==> src/rtl/puf_ctrl_pkg.sv <==
// -----------------------------------------------------------------------------
// puf_ctrl_pkg
// Shared definitions for the arbiter-PUF sequencer:
//   - state_t   : sequencer states
//   - DEF_*     : default parameter values
//   - vote_w()  : width of a per-bit vote counter able to hold 0..num_eval
// -----------------------------------------------------------------------------
package puf_ctrl_pkg;

  localparam int DEF_CHAL_W     = 8;
  localparam int DEF_RESP_W     = 8;
  localparam int DEF_SETTLE_CYC = 4;
  localparam int DEF_HOLD_CYC   = 4;
  localparam int DEF_NUM_EVAL   = 7;

  typedef enum logic [2:0] {
    ST_IDLE,
    ST_SETTLE,
    ST_FIRE,
    ST_SAMPLE,
    ST_DONE
  } state_t;

  // A counter must represent every value from 0 up to num_eval inclusive.
  function automatic int vote_w(input int num_eval);
    return (num_eval < 1) ? 1 : $clog2(num_eval + 1);
  endfunction

endpackage

==> src/rtl/puf_vote_counter.sv <==
// -----------------------------------------------------------------------------
// puf_vote_counter
// Counts how many evaluations returned 1 for a single arbiter and reports the
// majority and disagreement flags. The flags are derived from the count
// *including* the sample presented this cycle, so the parent can register the
// final verdict on the same edge that takes the last sample.
//
// Parameters: NUM_EVAL - evaluations per challenge (odd, >= 1)
// Ports:
//   clk, rst_n  - clock, async active-low reset
//   clear       - zero the count (new challenge)
//   inc_en      - a sample is being taken this cycle
//   sample      - arbiter output for this evaluation
//   majority    - count (incl. current sample) > NUM_EVAL/2
//   unstable    - count (incl. current sample) is neither 0 nor NUM_EVAL
// -----------------------------------------------------------------------------
module puf_vote_counter
  import puf_ctrl_pkg::*;
#(
  parameter int NUM_EVAL = DEF_NUM_EVAL
) (
  input  logic clk,
  input  logic rst_n,
  input  logic clear,
  input  logic inc_en,
  input  logic sample,
  output logic majority,
  output logic unstable
);

  localparam int VW = vote_w(NUM_EVAL);

  logic [VW-1:0] count;
  logic [VW-1:0] count_nxt;

  // Saturating: the count never wraps even if extra samples were requested.
  always_comb begin
    count_nxt = count;
    if (inc_en && sample && (count != VW'(NUM_EVAL))) begin
      count_nxt = count + VW'(1);
    end
  end

  always_ff @(posedge clk or negedge rst_n) begin
    if (!rst_n) begin
      count <= '0;
    end else if (clear) begin
      count <= '0;
    end else if (inc_en) begin
      count <= count_nxt;
    end
  end

  assign majority = (count_nxt > VW'(NUM_EVAL / 2));
  assign unstable = (count_nxt != '0) && (count_nxt != VW'(NUM_EVAL));

endmodule

==> src/rtl/arbiter_puf_ctrl.sv <==
// -----------------------------------------------------------------------------
// arbiter_puf_ctrl
// Sequencer for the arbiter-PUF array. Latches a host challenge, drives it on
// the delay-line selects, generates the race pulse (low SETTLE_CYC cycles,
// high HOLD_CYC+1 cycles), captures the arbiter outputs on the last high cycle
// and repeats NUM_EVAL times. Each response bit is majority-voted and a
// per-bit instability mask is returned over a valid/ready handshake.
//
// Build option: define PUF_MAJORITY_EN to enable repeated evaluation with
// voting. Without it a single evaluation is done, response_o is that capture
// and unstable_o is always 0.
//
// Ports:
//   clk, rst_n       - clock, async active-low reset
//   start_i          - request evaluation of challenge_i (honoured in IDLE only)
//   challenge_i      - host challenge
//   busy_o           - evaluation in progress
//   resp_valid_o     - result available; held until resp_ready_i
//   resp_ready_i     - host accepts result
//   response_o       - voted response
//   unstable_o       - bit i set when arbiter i disagreed across evaluations
//   puf_challenge_o  - to array ichallenge
//   puf_pulse_o      - to array ipulse
//   puf_response_i   - from array oresponse
// -----------------------------------------------------------------------------
module arbiter_puf_ctrl
  import puf_ctrl_pkg::*;
#(
  parameter int CHAL_W     = DEF_CHAL_W,
  parameter int RESP_W     = DEF_RESP_W,
  parameter int SETTLE_CYC = DEF_SETTLE_CYC,
  parameter int HOLD_CYC   = DEF_HOLD_CYC,
  parameter int NUM_EVAL   = DEF_NUM_EVAL
) (
  input  logic              clk,
  input  logic              rst_n,
  input  logic              start_i,
  input  logic [CHAL_W-1:0] challenge_i,
  output logic              busy_o,
  output logic              resp_valid_o,
  input  logic              resp_ready_i,
  output logic [RESP_W-1:0] response_o,
  output logic [RESP_W-1:0] unstable_o,
  output logic [CHAL_W-1:0] puf_challenge_o,
  output logic              puf_pulse_o,
  input  logic [RESP_W-1:0] puf_response_i
);

`ifdef PUF_MAJORITY_EN
  localparam bit MAJ_EN = 1'b1;
`else
  localparam bit MAJ_EN = 1'b0;
`endif

  localparam int EFF_EVAL = MAJ_EN ? NUM_EVAL : 1;
  localparam int EV_W     = (EFF_EVAL > 1) ? $clog2(EFF_EVAL) : 1;
  localparam int CYC_MAX  = (SETTLE_CYC > HOLD_CYC) ? SETTLE_CYC : HOLD_CYC;
  localparam int CYC_W    = (CYC_MAX > 1) ? $clog2(CYC_MAX) : 1;

  state_t            state, state_nxt;
  logic [CYC_W-1:0]  cyc_cnt, cyc_nxt;
  logic [EV_W-1:0]   eval_cnt, eval_nxt;
  logic              busy_nxt, valid_nxt, pulse_nxt;
  logic [CHAL_W-1:0] chal_nxt;
  logic [RESP_W-1:0] resp_nxt, unst_nxt;

  // Verdict that would be registered if this were the final SAMPLE cycle.
  logic [RESP_W-1:0] verdict_resp, verdict_unst;

`ifdef PUF_MAJORITY_EN
  logic vote_clear;
  logic vote_inc;

  for (genvar i = 0; i < RESP_W; i++) begin : g_vote
    puf_vote_counter #(
      .NUM_EVAL (EFF_EVAL)
    ) u_vote (
      .clk      (clk),
      .rst_n    (rst_n),
      .clear    (vote_clear),
      .inc_en   (vote_inc),
      .sample   (puf_response_i[i]),
      .majority (verdict_resp[i]),
      .unstable (verdict_unst[i])
    );
  end

  assign vote_clear = (state == ST_IDLE) && start_i;
  assign vote_inc   = (state == ST_SAMPLE);
`else
  assign verdict_resp = puf_response_i;
  assign verdict_unst = '0;
`endif

  // NOTE: sequential state uses non-blocking assignments so every register
  // samples pre-edge values regardless of block ordering.
  always_ff @(posedge clk or negedge rst_n) begin
    if (!rst_n) begin
      state <= ST_IDLE;
    end else begin
      state <= state_nxt;
    end
  end

  // NOTE: every signal driven here gets a default first so no path leaves it
  // unassigned, which would otherwise infer a latch.
  always_comb begin
    state_nxt = state;
    cyc_nxt   = cyc_cnt;
    eval_nxt  = eval_cnt;
    busy_nxt  = busy_o;
    valid_nxt = resp_valid_o;
    pulse_nxt = puf_pulse_o;
    chal_nxt  = puf_challenge_o;
    resp_nxt  = response_o;
    unst_nxt  = unstable_o;

    unique case (state)
      ST_IDLE: begin
        if (start_i) begin
          chal_nxt  = challenge_i;
          cyc_nxt   = '0;
          eval_nxt  = '0;
          busy_nxt  = 1'b1;
          state_nxt = ST_SETTLE;
        end
      end

      ST_SETTLE: begin
        if (cyc_cnt == CYC_W'(SETTLE_CYC - 1)) begin
          cyc_nxt   = '0;
          pulse_nxt = 1'b1;  // rising edge launches the race
          state_nxt = ST_FIRE;
        end else begin
          cyc_nxt = cyc_cnt + CYC_W'(1);
        end
      end

      ST_FIRE: begin
        if (cyc_cnt == CYC_W'(HOLD_CYC - 1)) begin
          cyc_nxt   = '0;
          state_nxt = ST_SAMPLE;
        end else begin
          cyc_nxt = cyc_cnt + CYC_W'(1);
        end
      end

      ST_SAMPLE: begin
        // Pulse drops on leaving SAMPLE: either the next SETTLE or DONE.
        pulse_nxt = 1'b0;
        if (eval_cnt == EV_W'(EFF_EVAL - 1)) begin
          resp_nxt  = verdict_resp;
          unst_nxt  = verdict_unst;
          valid_nxt = 1'b1;
          busy_nxt  = 1'b0;
          state_nxt = ST_DONE;
        end else begin
          eval_nxt  = eval_cnt + EV_W'(1);
          state_nxt = ST_SETTLE;
        end
      end

      ST_DONE: begin
        if (resp_ready_i) begin
          valid_nxt = 1'b0;
          state_nxt = ST_IDLE;
        end
      end

      default: begin
        state_nxt = ST_IDLE;
      end
    endcase
  end

  always_ff @(posedge clk or negedge rst_n) begin
    if (!rst_n) begin
      cyc_cnt         <= '0;
      eval_cnt        <= '0;
      busy_o          <= 1'b0;
      resp_valid_o    <= 1'b0;
      puf_pulse_o     <= 1'b0;
      puf_challenge_o <= '0;
      response_o      <= '0;
      unstable_o      <= '0;
    end else begin
      cyc_cnt         <= cyc_nxt;
      eval_cnt        <= eval_nxt;
      busy_o          <= busy_nxt;
      resp_valid_o    <= valid_nxt;
      puf_pulse_o     <= pulse_nxt;
      puf_challenge_o <= chal_nxt;
      response_o      <= resp_nxt;
      unstable_o      <= unst_nxt;
    end
  end

endmodule

==> config.mk <==
export PLATFORM = sky130hd
export DESIGN_NAME = arbiter_puf_ctrl
export DESIGN_NICKNAME = d
export VERILOG_FILES = /design/src/rtl/puf_ctrl_pkg.sv /design/src/rtl/puf_vote_counter.sv /design/src/rtl/arbiter_puf_ctrl.sv
export SDC_FILE = /design/constraint.sdc
export NUM_CORES = 1
export LEC_CHECK = 0
export BUFFER_PORTS_ARGS = -buffer_cell sky130_fd_sc_hd__buf_2
export CORE_ASPECT_RATIO = 2
export CORE_MARGIN = 2
export CORE_UTILIZATION = 30
export DETAILED_ROUTE_END_ITERATION = 7
export SYNTH_ARGS = -nofsm -noshare
export SYNTH_HDL_FRONTEND = slang
export SYNTH_SLANG_ARGS = --single-unit
==> constraint.sdc <==
create_clock -name clk -period 3.9 [get_ports clk]
set_input_delay 0.39 -clock clk [delete_from_list [all_inputs] [get_ports clk]]
set_output_delay 0.39 -clock clk [all_outputs]
set_load 0.1 [all_outputs]
==> results of run 1 <==
-- cells in the mapped netlist, types with 2 or more instances --
cell,number
buf_2,2
a22o_1,2
dfrtp_1,24
a21oi_1,4
mux2_2,17
nand2_1,3
inv_1,2
nor2_1,4
nor3_1,2
buf_4,8
-- kinds of logic (layout without fill, tap and decap cells) --
family	count (synthesis)	after routing
DFF	24	24
muxes	17	17
and+or+nand+nor	14	14
buffers and inverters	13	44
AOI/OAI and AO/OA	10	10
adders and majority gates	1	1
other	1	8
xor gates and xnor gates	1	1
-- final cells by class --
| type | instances | area [sq um] |
|---|---|---|
| clock buffer | 4 | 55.1 |
| fill | 338 | 2080 |
| inverter | 2 | 7.51 |
| multi-input combinational | 51 | 400 |
| sequential | 24 | 601 |
| tap | 32 | 40.0 |
| timing repair buffer | 38 | 190 |
-- metal layers --
layer	global-route usage	vias to the layer above	wire length, microns
li1	-	337	-
met1	0.111	356	668
met2	0.183	25	1050
met3	0.0206	2	70
met4	0.0545	0	25
met5	0	-	0
-- registers in the layout (all words and copies together), names as in the netlist --
signal,cells
busy_o,1
cyc_cnt,2
puf_challenge_o,8
puf_pulse_o,1
resp_valid_o,1
response_o,8
state,3
-- through the flow --
step | instances | util | setup WS, ns
floorplan | 88 | - | 2.46
global placement | 147 | 0.367 | 2.30
detailed placement | 147 | 0.367 | 2.24
CTS | 151 | 0.383 | 2.23
global route | 151 | 0.383 | 2.13
finish | 151 | 0.383 | 2.27
-- how the worst min path moves through the flow --
stage	from	to	slack (ns)	depth (start not counted)
global route	rst_n	busy_o	0.15	1
global placement	rst_n	puf_challenge_o[0]	0.39	1
detailed placement	rst_n	puf_challenge_o[6]	0.41	1
floorplan	rst_n	busy_o	0.09	0
CTS	rst_n	busy_o	0.12	1
finish	rst_n	puf_challenge_o[6]	0.1	1
-- placed cells by master (no fill, tap or decap), types with 2 or more instances in the layout --
cell	netlist	routed
conb_1	1	8
nor3_1	2	2
clkbuf_8	0	4
a22o_1	2	2
dfrtp_1	24	24
buf_2	2	38
nor2_1	4	4
a21oi_1	4	4
nand2_1	3	3
inv_1	2	2
mux2_2	17	17
-- critical path, stage by stage, from the launching register on --
cell	delay, ns
dfrtp_1	0.53
nor4b_4	0.59
mux2_2	0.39
==> summary.txt, run 1 <==
Clock tree
  • Clock Path Buffers: 2
  • Clock-pin slew on the worst setup and hold paths: approximately 0.080 ns
  • Num CTS Buffers: 3
  • CTS-repair resized insts: 0
  • H-tree depth: 1
  • Post-CTS setup repair buffer count: 0
  • TritonCTS clock tree: done
  • CTS hold repair buffers: 0
  • Worst skew pair latency: roughly 0.26 ns
  • Clock sink count: 24
  • Clk root buf: clkbuf_8

STA
  • Tmin final: roughly 1.6 ns
  • Worst-margin pin slew: roughly 0.55 ns
  • Worst Skew: 0.00562 ns
  • Hold_ws: between 0.09 and 0.1 ns
  • Slew headroom: 0.634
  • Final Max Slew Viols: 0
  • Final Hold Viols: 0
  • Fmax achieved: 615 MHz
  • RSZ-0062 raised after global routing: false
  • Endpoints failing setup: 0
  • Post-route setup TNS: 0 ns
  • Crit share post-route: 0.417

Die
  • Die H: between 80 and 90 microns
  • Row count: 30
  • Die Span X: around 46 microns
  • Num ports: 47
  • Die area: between 4000 and 5000 sq um
  • Starting density of the core: 0.315
  • Core ar.: roughly 3400 sq um

Synth
  • Post-synthesis mux area share: 0.180
  • Post-synthesis simple-gate area fraction: 0.0835
  • Synth top area share: 0.565
  • Main combinational cell family by area after synthesis: multiplexers
  • Synth area leaders: dfrtp_1 (56%), mux2_2 (18%), buf_4 (5.6%)
  • Seq cells post-synth: 24
  • Post-synth EDFFs: 0
  • Compound-Gate Fraction of Synth Area: 0.0647
  • Synth cell types: 23
  • Synth Area in XOR/XNOR: 0.00824
  • Seq/Total Area, Yosys: 0.565
  • Avg Cell Area, Syn: approximately 13 sq um
  • Synth Flop Type: dfrtp_1
  • Cell Area, Synth: 1060 sq um
  • Synth area leader: dfrtp_1
  • Cell count after synthesis: slightly above 80
  • Asr flop ratio synth: 1.00
  • Adder-Cell Fraction of Synth Area: 0.0118
  • Yosys warnings: 0

Routing
  • Drt pass-1 iters: 3
  • DR vias: between 700 and 800
  • First-iteration detailed-routing DRC count: 12
  • Via/cell ratio: ~4.8
  • Remaining antenna violation count: 0
  • Wire per inst: approximately 12 microns
  • DRC viols: 0
  • Routed Wire Length: 1.81 mm

Hold path
  • Hold crit path type: primary input to asynchronous set/reset pin

Worst setup path
  • Setup CP Type: register to register
  • CP endpoint: puf_challenge_o[0]
  • Worst Reg-to-Reg Cells: 2
  • Crit. End Element: register
  • Largest driver fanout on the critical path: 12
  • CP required: between 4 and 5 ns
  • Startpoint types: register
  • Worst Path Arrival: between 1.5 and 2 ns
  • FF-to-FF Start: state[1]
  • Reg2Reg Setup Slack: around 2.3 ns
  • R2R Path End: puf_challenge_o[0]
  • Setup crit start: state[1]

Run
  • Max-cap violations: 0

Layout
  • Share of cells above drive strength 1: 0.521
  • Design area: between 1000 and 1500 sq um
  • Area Growth Syn to Fin: 21.6%
  • Nets@finish: approximately 140
  • Ant. Diodes: 0

Placement
  • GPL Wtd Cong: around 0.66
  • Area after DPL: roughly 1200 sq um
  • Port bufs: 38

Global route
  • Vias in the first global route: between 700 and 800
  • Largest net degree at the start of global routing: 25
  • First-pass GRT wire length: roughly 3.1 mm
  • GRT Resource Usage Total: 0.104
  • Grt total ovfl: 0
  • Initial antenna violation count: 0

Status
  • Outcome: completed
Power of run 1 is not shown: default switching activity piles up to over one toggle a cycle in this logic, so the estimate is an artifact.
==> run 2, diff against run 1 <==
clock period = 1.6 ns   (was 3.9 ns; I/O delays follow)
==> run 2 against run 1 <==
Net effect: register-to-register slack lost 2.0 ns; largest cell class unchanged; first-iteration DRC count shrank 75%; global-route usage grew 0.33 points; critical path depth grew 1; non-clock buffer count grew 5.
==> summary.txt, run 2 (synthesis results as in run 1) <==
STA
  • Endpoints failing setup: 0 (unchanged)
  • RSZ-0062 raised after global routing: false
  • Tmin final: 1.34 ns (-0.282 ns)
  • Worst-margin pin slew: 0.534 ns (-0.0127 ns)
  • Slew headroom: 0.644 (+0.00998)
  • Fmax achieved: 744 MHz (+21%)
  • Final Max Slew Viols: 0 (unchanged)
  • Crit share post-route: 0.840 (+0.423)
  • Final WS setup: 0.255 ns (-2.02 ns)
  • Worst Skew: 0.00344 ns (-0.00218 ns)
  • Final Hold Viols: 0 (unchanged)
  • Post-route setup TNS: 0 ns (unchanged)

Run
  • Max-cap violations: 0 (unchanged)

Worst setup path
  • FF-to-FF Start: state[0]
  • Largest driver fanout on the critical path: 9 (-3)
  • Reg2Reg Setup Slack: 0.26 ns (-2.02 ns)
  • Critical-path cell list: and2b_2 > nand2_2 > mux2_2
  • Startpoint types: register
  • Critical Path Slowest Stage Cell: dfrtp_1
  • Worst Path Arrival: 1.49 ns (-0.28 ns)
  • Crit-path leading delay family: simple AND/OR/NAND/NOR gates
  • CP required: 1.75 ns (-2.30 ns)
  • R2R Path End: response_o[7]
  • Crit. End Element: register
  • Worst Reg-to-Reg Cells: 3 (+1)
  • Max incr delay on CP: 0.43 ns (-0.16 ns)
  • Buf+Inv Stages, Crit Path: 0 (unchanged)
  • Setup CP Type: register to register

Clock tree
  • Worst skew pair latency: 0.26 ns (about the same)
  • Num CTS Buffers: 3 (unchanged)
  • Clock-pin slew on the worst setup and hold paths: 0.08 ns (about the same)
  • H-tree depth: 1 (unchanged)
  • Clk root buf: clkbuf_8
  • TritonCTS clock tree: done
  • Post-CTS setup repair buffer count: 0 (unchanged)
  • Clock sink count: 24 (unchanged)
  • Clock Path Buffers: 2 (unchanged)

Routing
  • DR vias: 738 (+2.5%)
  • Remaining antenna violation count: 0 (unchanged)
  • DRC viols: 0 (unchanged)
  • Drt pass-1 iters: 2 (-1)
  • Wire per inst: 12.0 microns (+0.32%)
  • Routed Wire Length: 1.88 mm (+3.6%)
  • Via/cell ratio: 4.73 (-0.79%)
  • First-iteration detailed-routing DRC count: 3 (-9)

Die
  • Row count: 30 (unchanged)
  • Starting density of the core: 0.315 (unchanged)
  • Die Span X: 46.1 microns (unchanged)
  • Core ar.: 3380 sq um (unchanged)
  • Num ports: 47 (unchanged)
  • Die area: 4070 sq um (unchanged)
  • Die H: 88.2 microns (unchanged)

Layout
  • Ant. Diodes: 0 (unchanged)
  • Area Growth Syn to Fin: 25.4%
  • Filler Cell Count: 344 (+1.8%)
  • Largest regs: puf_challenge_o x8, response_o x8, state x3
  • Nets@finish: 146 (+3.5%)
  • Combined area of the multi-input logic cells: 400 sq um (unchanged)
  • Register area: 601 sq um (unchanged)
  • Commonest non-fill, non-tap cell in the layout: buf_2
  • Most frequent cells in the layout: buf_2 (38), dfrtp_1 (24), mux2_2 (17), conb_1 (8)
  • Share of cells above drive strength 1: 0.532 (+0.0112)

Hold path
  • Hold path cells: 2
  • Min-delay src: challenge_i[5]
  • WHS Endpoint: puf_challenge_o[5]
  • Hold crit path type: primary input to register

Placement
  • Placement Setup Slack: 0.247 ns (-1.99 ns)
  • Port bufs: 38 (unchanged)
  • Detail Placement HPWL: 1.51 mm
  • GPL Wtd Cong: 0.748 (+13%)

Global route
  • Largest net degree at the start of global routing: 25 (unchanged)
  • Initial antenna violation count: 0 (unchanged)
  • Grt total ovfl: 0 (unchanged)
  • GRT Resource Usage Total: 0.108 (+0.00331)
  • First-pass GRT wire length: 3.25 mm (+4.6%)
  • Vias in the first global route: 776 (+1.4%)

Status
  • Outcome: completed
-- run 2: changes by cell type in the layout (fill, tap and decap cells not counted), sizes merged --
cell / previous run / this run
dlygate4sd3: 0 / 1
buf: 38 / 42
-- run 2: worst max-delay path by stage --
stage / startpoint / to / slack, ns / cells after the start
after floorplan: state[2] / puf_challenge_o[0] / 0.16 / 3
after global placement: state[2] / puf_challenge_o[2] / 0.28 / 3
after detailed placement: state[2] / puf_challenge_o[1] / 0.25 / 3
after CTS: state[2] / puf_challenge_o[1] / 0.23 / 3
after global routing: state[2] / response_o[4] / 0.15 / 3
final: state[0] / response_o[7] / 0.26 / 3
-- run 2: cell type report --
cell class,count,share of cell area
well taps,32,0.0300
repair buffers,43,0.173
flip-flops and latches,24,0.450
inverters,2,0.00563
clock buffers,4,0.0413
multi-input cells,51,0.300
-- run 2: layer usage --
layer,track usage,share of wire,vias up
met5,0,0,-
met1,0.129,0.40,363
li1,-,-,348
met3,0.0124,0.039,2
met4,0.0675,0.014,0
met2,0.174,0.55,25
-- run 2: metrics by stage --
stage | hold slack (ns) | area, sq um | util | cells
2_1_floorplan | -0.136 | 1090 | - | 88
3_3_place_gp | 0.161 | 1270 | 0.376 | 151
3_5_place_dp | 0.180 | 1270 | 0.376 | 151
4_1_cts | 0.114 | 1330 | 0.395 | 156
5_1_grt | 0.114 | 1330 | 0.395 | 156
6_report | 0.121 | 1330 | 0.395 | 156
-- run 2: what timing repair did --
item,in CTS,in global routing
hold buffers,1,0
resized for setup,0,0
hold endpoints to repair,24,0
Power of run 2 is left out for the same reason.
==> run 3, diff against run 2 <==
ABC_AREA = 1   (was unset)
clock period = 1.3 ns   (was 1.6 ns; I/O delays follow)
==> run 3 against run 2 <==
Net effect: clock skew about the same; via count up 20%; non-clock buffer count is 1 lower.
==> summary.txt, run 3 <==
Layout
  • Ant. Diodes: 0 (unchanged)
  • Design area: 1330 sq um (-0.56%)
  • Nets@finish: 190 (+30%)
  • Share of cells above drive strength 1: 0.299 (-0.233)
  • Most frequent cells in the layout: nand2_1 (65), buf_2 (38), dfrtp_1 (24), nand3_1 (8), conb_1 (8)
  • Non-Filler Instances: 199 (+28%)
  • Area Growth Syn to Fin: 24.7%
  • Largest regs: puf_challenge_o x8, response_o x8, state x3
  • Commonest non-fill, non-tap cell in the layout: nand2_1

Worst setup path
  • R2R Path End: cyc_cnt[1]
  • Worst Reg-to-Reg Cells: 7 (+4)
  • CP required: 1.45 ns (-0.30 ns)
  • FF-to-FF Start: state[2]
  • Critical Path Slowest Stage Cell: dfrtp_1
  • Crit. End Element: register
  • Reg2Reg Setup Slack: 0.1 ns (-0.16 ns)
  • Largest driver fanout on the critical path: 10 (+1)
  • Crit-path most repeated cell: nand2_1
  • Buf+Inv Stages, Crit Path: 2 (+2)
  • Startpoint types: register
  • Max incr delay on CP: 0.38 ns (-0.05 ns)
  • Critical path depth: 7 (+4)
  • Worst Path Arrival: 1.36 ns (-0.13 ns)
  • Setup CP Type: register to register
  • Critical-path cell list: buf_4 > nor2_4 > nand3_4 > clkinv_4 > nor2_2 > nand2_1 > nand2_1
  • Crit-path leading delay family: simple AND/OR/NAND/NOR gates

STA
  • Endpoints failing setup: 0 (unchanged)
  • Post-route setup TNS: 0 ns (unchanged)
  • Final Max Slew Viols: 0 (unchanged)
  • Tmin final: 1.20 ns (-0.143 ns)
  • Fmax achieved: 832 MHz (+12%)
  • Slew headroom: 0.639 (-0.00462)
  • RSZ-0062 raised after global routing: false
  • Hold_ws: 0.0573 ns (-0.0636 ns)
  • Crit share post-route: 0.925 (+0.0840)
  • Worst-margin pin slew: 0.541 ns (+0.00692 ns)
  • Worst Skew: 0.00344 ns (+0.000000830 ns)
  • Final Hold Viols: 0 (unchanged)

Clock tree
  • CTS-repair resized insts: 0 (unchanged)
  • Worst skew pair latency: 0.26 ns (about the same)
  • TritonCTS clock tree: done
  • H-tree depth: 1 (unchanged)
  • Clock Path Buffers: 2 (unchanged)
  • Num CTS Buffers: 3 (unchanged)
  • Clock sink count: 24 (unchanged)
  • Clk root buf: clkbuf_8
  • Clock-pin slew on the worst setup and hold paths: 0.08 ns (about the same)

Synth
  • Synth top area share: 0.565 (unchanged)
  • Synth area leaders: dfrtp_1 (56%), nand2_1 (23%), buf_4 (6.4%)
  • Synth cell types: 16 (-30%)
  • Seq/Total Area, Yosys: 0.565 (unchanged)
  • Cell count after synthesis: 124 (+53%)
  • Cell Area, Synth: 1060 sq um (unchanged)
  • Yosys warnings: 0 (unchanged)
  • Seq cells post-synth: 24 (unchanged)
  • Synth area leader: dfrtp_1
  • Asr flop ratio synth: 1.00 (unchanged)
  • Avg Cell Area, Syn: 8.58 sq um (-35%)
  • Synth Flop Type: dfrtp_1
  • Post-synth EDFFs: 0 (unchanged)
  • Most frequent cells after synthesis: nand2_1 (65), dfrtp_1 (24), buf_4 (9)
  • Count leader, synth: nand2_1

Routing
  • Via/cell ratio: 4.47 (-5.6%)
  • Drt pass-1 iters: 4 (+2)
  • Remaining antenna violation count: 0 (unchanged)
  • Wire per inst: 10.6 microns (-12%)
  • DRC viols: 0 (unchanged)
  • DR vias: 889 (+20%)
  • First-iteration detailed-routing DRC count: 13 (+10)
  • Routed Wire Length: 2.11 mm (+13%)

Placement
  • Area after DPL: 1270 sq um (+0.49%)
  • Post-Place Cells: 195 (+29%)
  • Detail Placement HPWL: 1.65 mm (+9.6%)
  • Port bufs: 38 (unchanged)
  • GPL Wtd Cong: 0.700 (-6.4%)

Global route
  • Largest net degree at the start of global routing: 25 (unchanged)
  • First-pass GRT wire length: 3.40 mm (+4.7%)
  • Vias in the first global route: 805 (+3.7%)
  • GRT Resource Usage Total: 0.113 (+0.00508)
  • Grt total ovfl: 0 (unchanged)
  • Initial antenna violation count: 0 (unchanged)

Die
  • Row count: 30 (unchanged)
  • Die area: 4070 sq um (unchanged)
  • Num ports: 47 (unchanged)
  • Die H: 88.2 microns (unchanged)
  • Starting density of the core: 0.315 (unchanged)
  • Core ar.: 3380 sq um (unchanged)
  • Die Span X: 46.1 microns (unchanged)

Hold path
  • Hold crit path type: primary input to register
  • Min-delay src: challenge_i[6]
  • WHS Endpoint: puf_challenge_o[6]
  • Hold path cells: 3 (+1)

Run
  • Max-cap violations: 0 (unchanged)

Status
  • Outcome: completed
-- run 3: changes by cell type after synthesis, moves of 2 or more --
cell     before  now
nand2_1       3   65
mux2_2       17    0
nand3_1       0    8
a21oi_1       4    0
inv_1         2    6
a22o_1        2    0
buf_2         2    0
nor2_1        4    2
nor3_1        2    0
-- run 3: metal layers --
| metal | share of wire | global-route usage | vias up | routed length [microns] |
|---|---|---|---|---|
| met4 | 0.0099 | 0.0545 | 0 | 21 |
| met5 | 0 | 0 | - | 0 |
| met3 | 0.038 | 0.0124 | 2 | 81 |
| met1 | 0.43 | 0.146 | 411 | 914 |
| met2 | 0.52 | 0.181 | 30 | 1090 |
| li1 | - | - | 446 | - |
-- run 3: kinds of logic (layout without fill, tap and decap cells) --
family	Yosys count	count (layout)	share of synthesized area
buf+inv	17	53	0.0965
compound gates	1	1	0.00470
flops	24	24	0.565
other cells	1	8	0.00353
simple gates	80	80	0.319
fa+ha+maj	1	1	0.0118
-- run 3: worst register-to-register path: stages (launching register included) --
cell      delay (ns)
dfrtp_1         0.38
buf_4           0.15
nor2_4          0.15
nand3_4         0.16
clkinv_4        0.12
nor2_2          0.04
nand2_1         0.05
nand2_1         0.05
-- run 3: worst max-delay path by stage --
stage	startpoint	end	slack, ns
after floorplan	puf_pulse_o	puf_pulse_o	0.14
after global placement	state[2]	cyc_cnt[0]	0.13
after detailed placement	state[2]	cyc_cnt[1]	0.08
after CTS	state[2]	cyc_cnt[1]	0.07
after global routing	state[0]	response_o[4]	0.008
final	state[2]	cyc_cnt[1]	0.1
-- run 3: timing repair --
action                                  in CTS  in global routing
endpoints found under the setup margin       0                  2
setup buffers                                0                  0
hold endpoints to repair                    24                  0
hold buffers                                 1                  0
-- run 3: area by class of cell --
cell class,count,area [sq um]
inverters,8,35.0
well taps,32,40.0
multi-input cells,90,387
fillers,353,2050
flip-flops and latches,24,601
clock buffers,3,41.3
repair buffers,42,223
-- run 3: metrics by stage --
stage,worst slack (ns),utilization
2_1_floorplan,0.140,-
3_3_place_gp,0.126,0.377
3_5_place_dp,0.0836,0.377
4_1_cts,0.0688,0.393
5_1_grt,0.00789,0.393
6_report,0.0981,0.393
Power of run 3 is left out for the same reason.
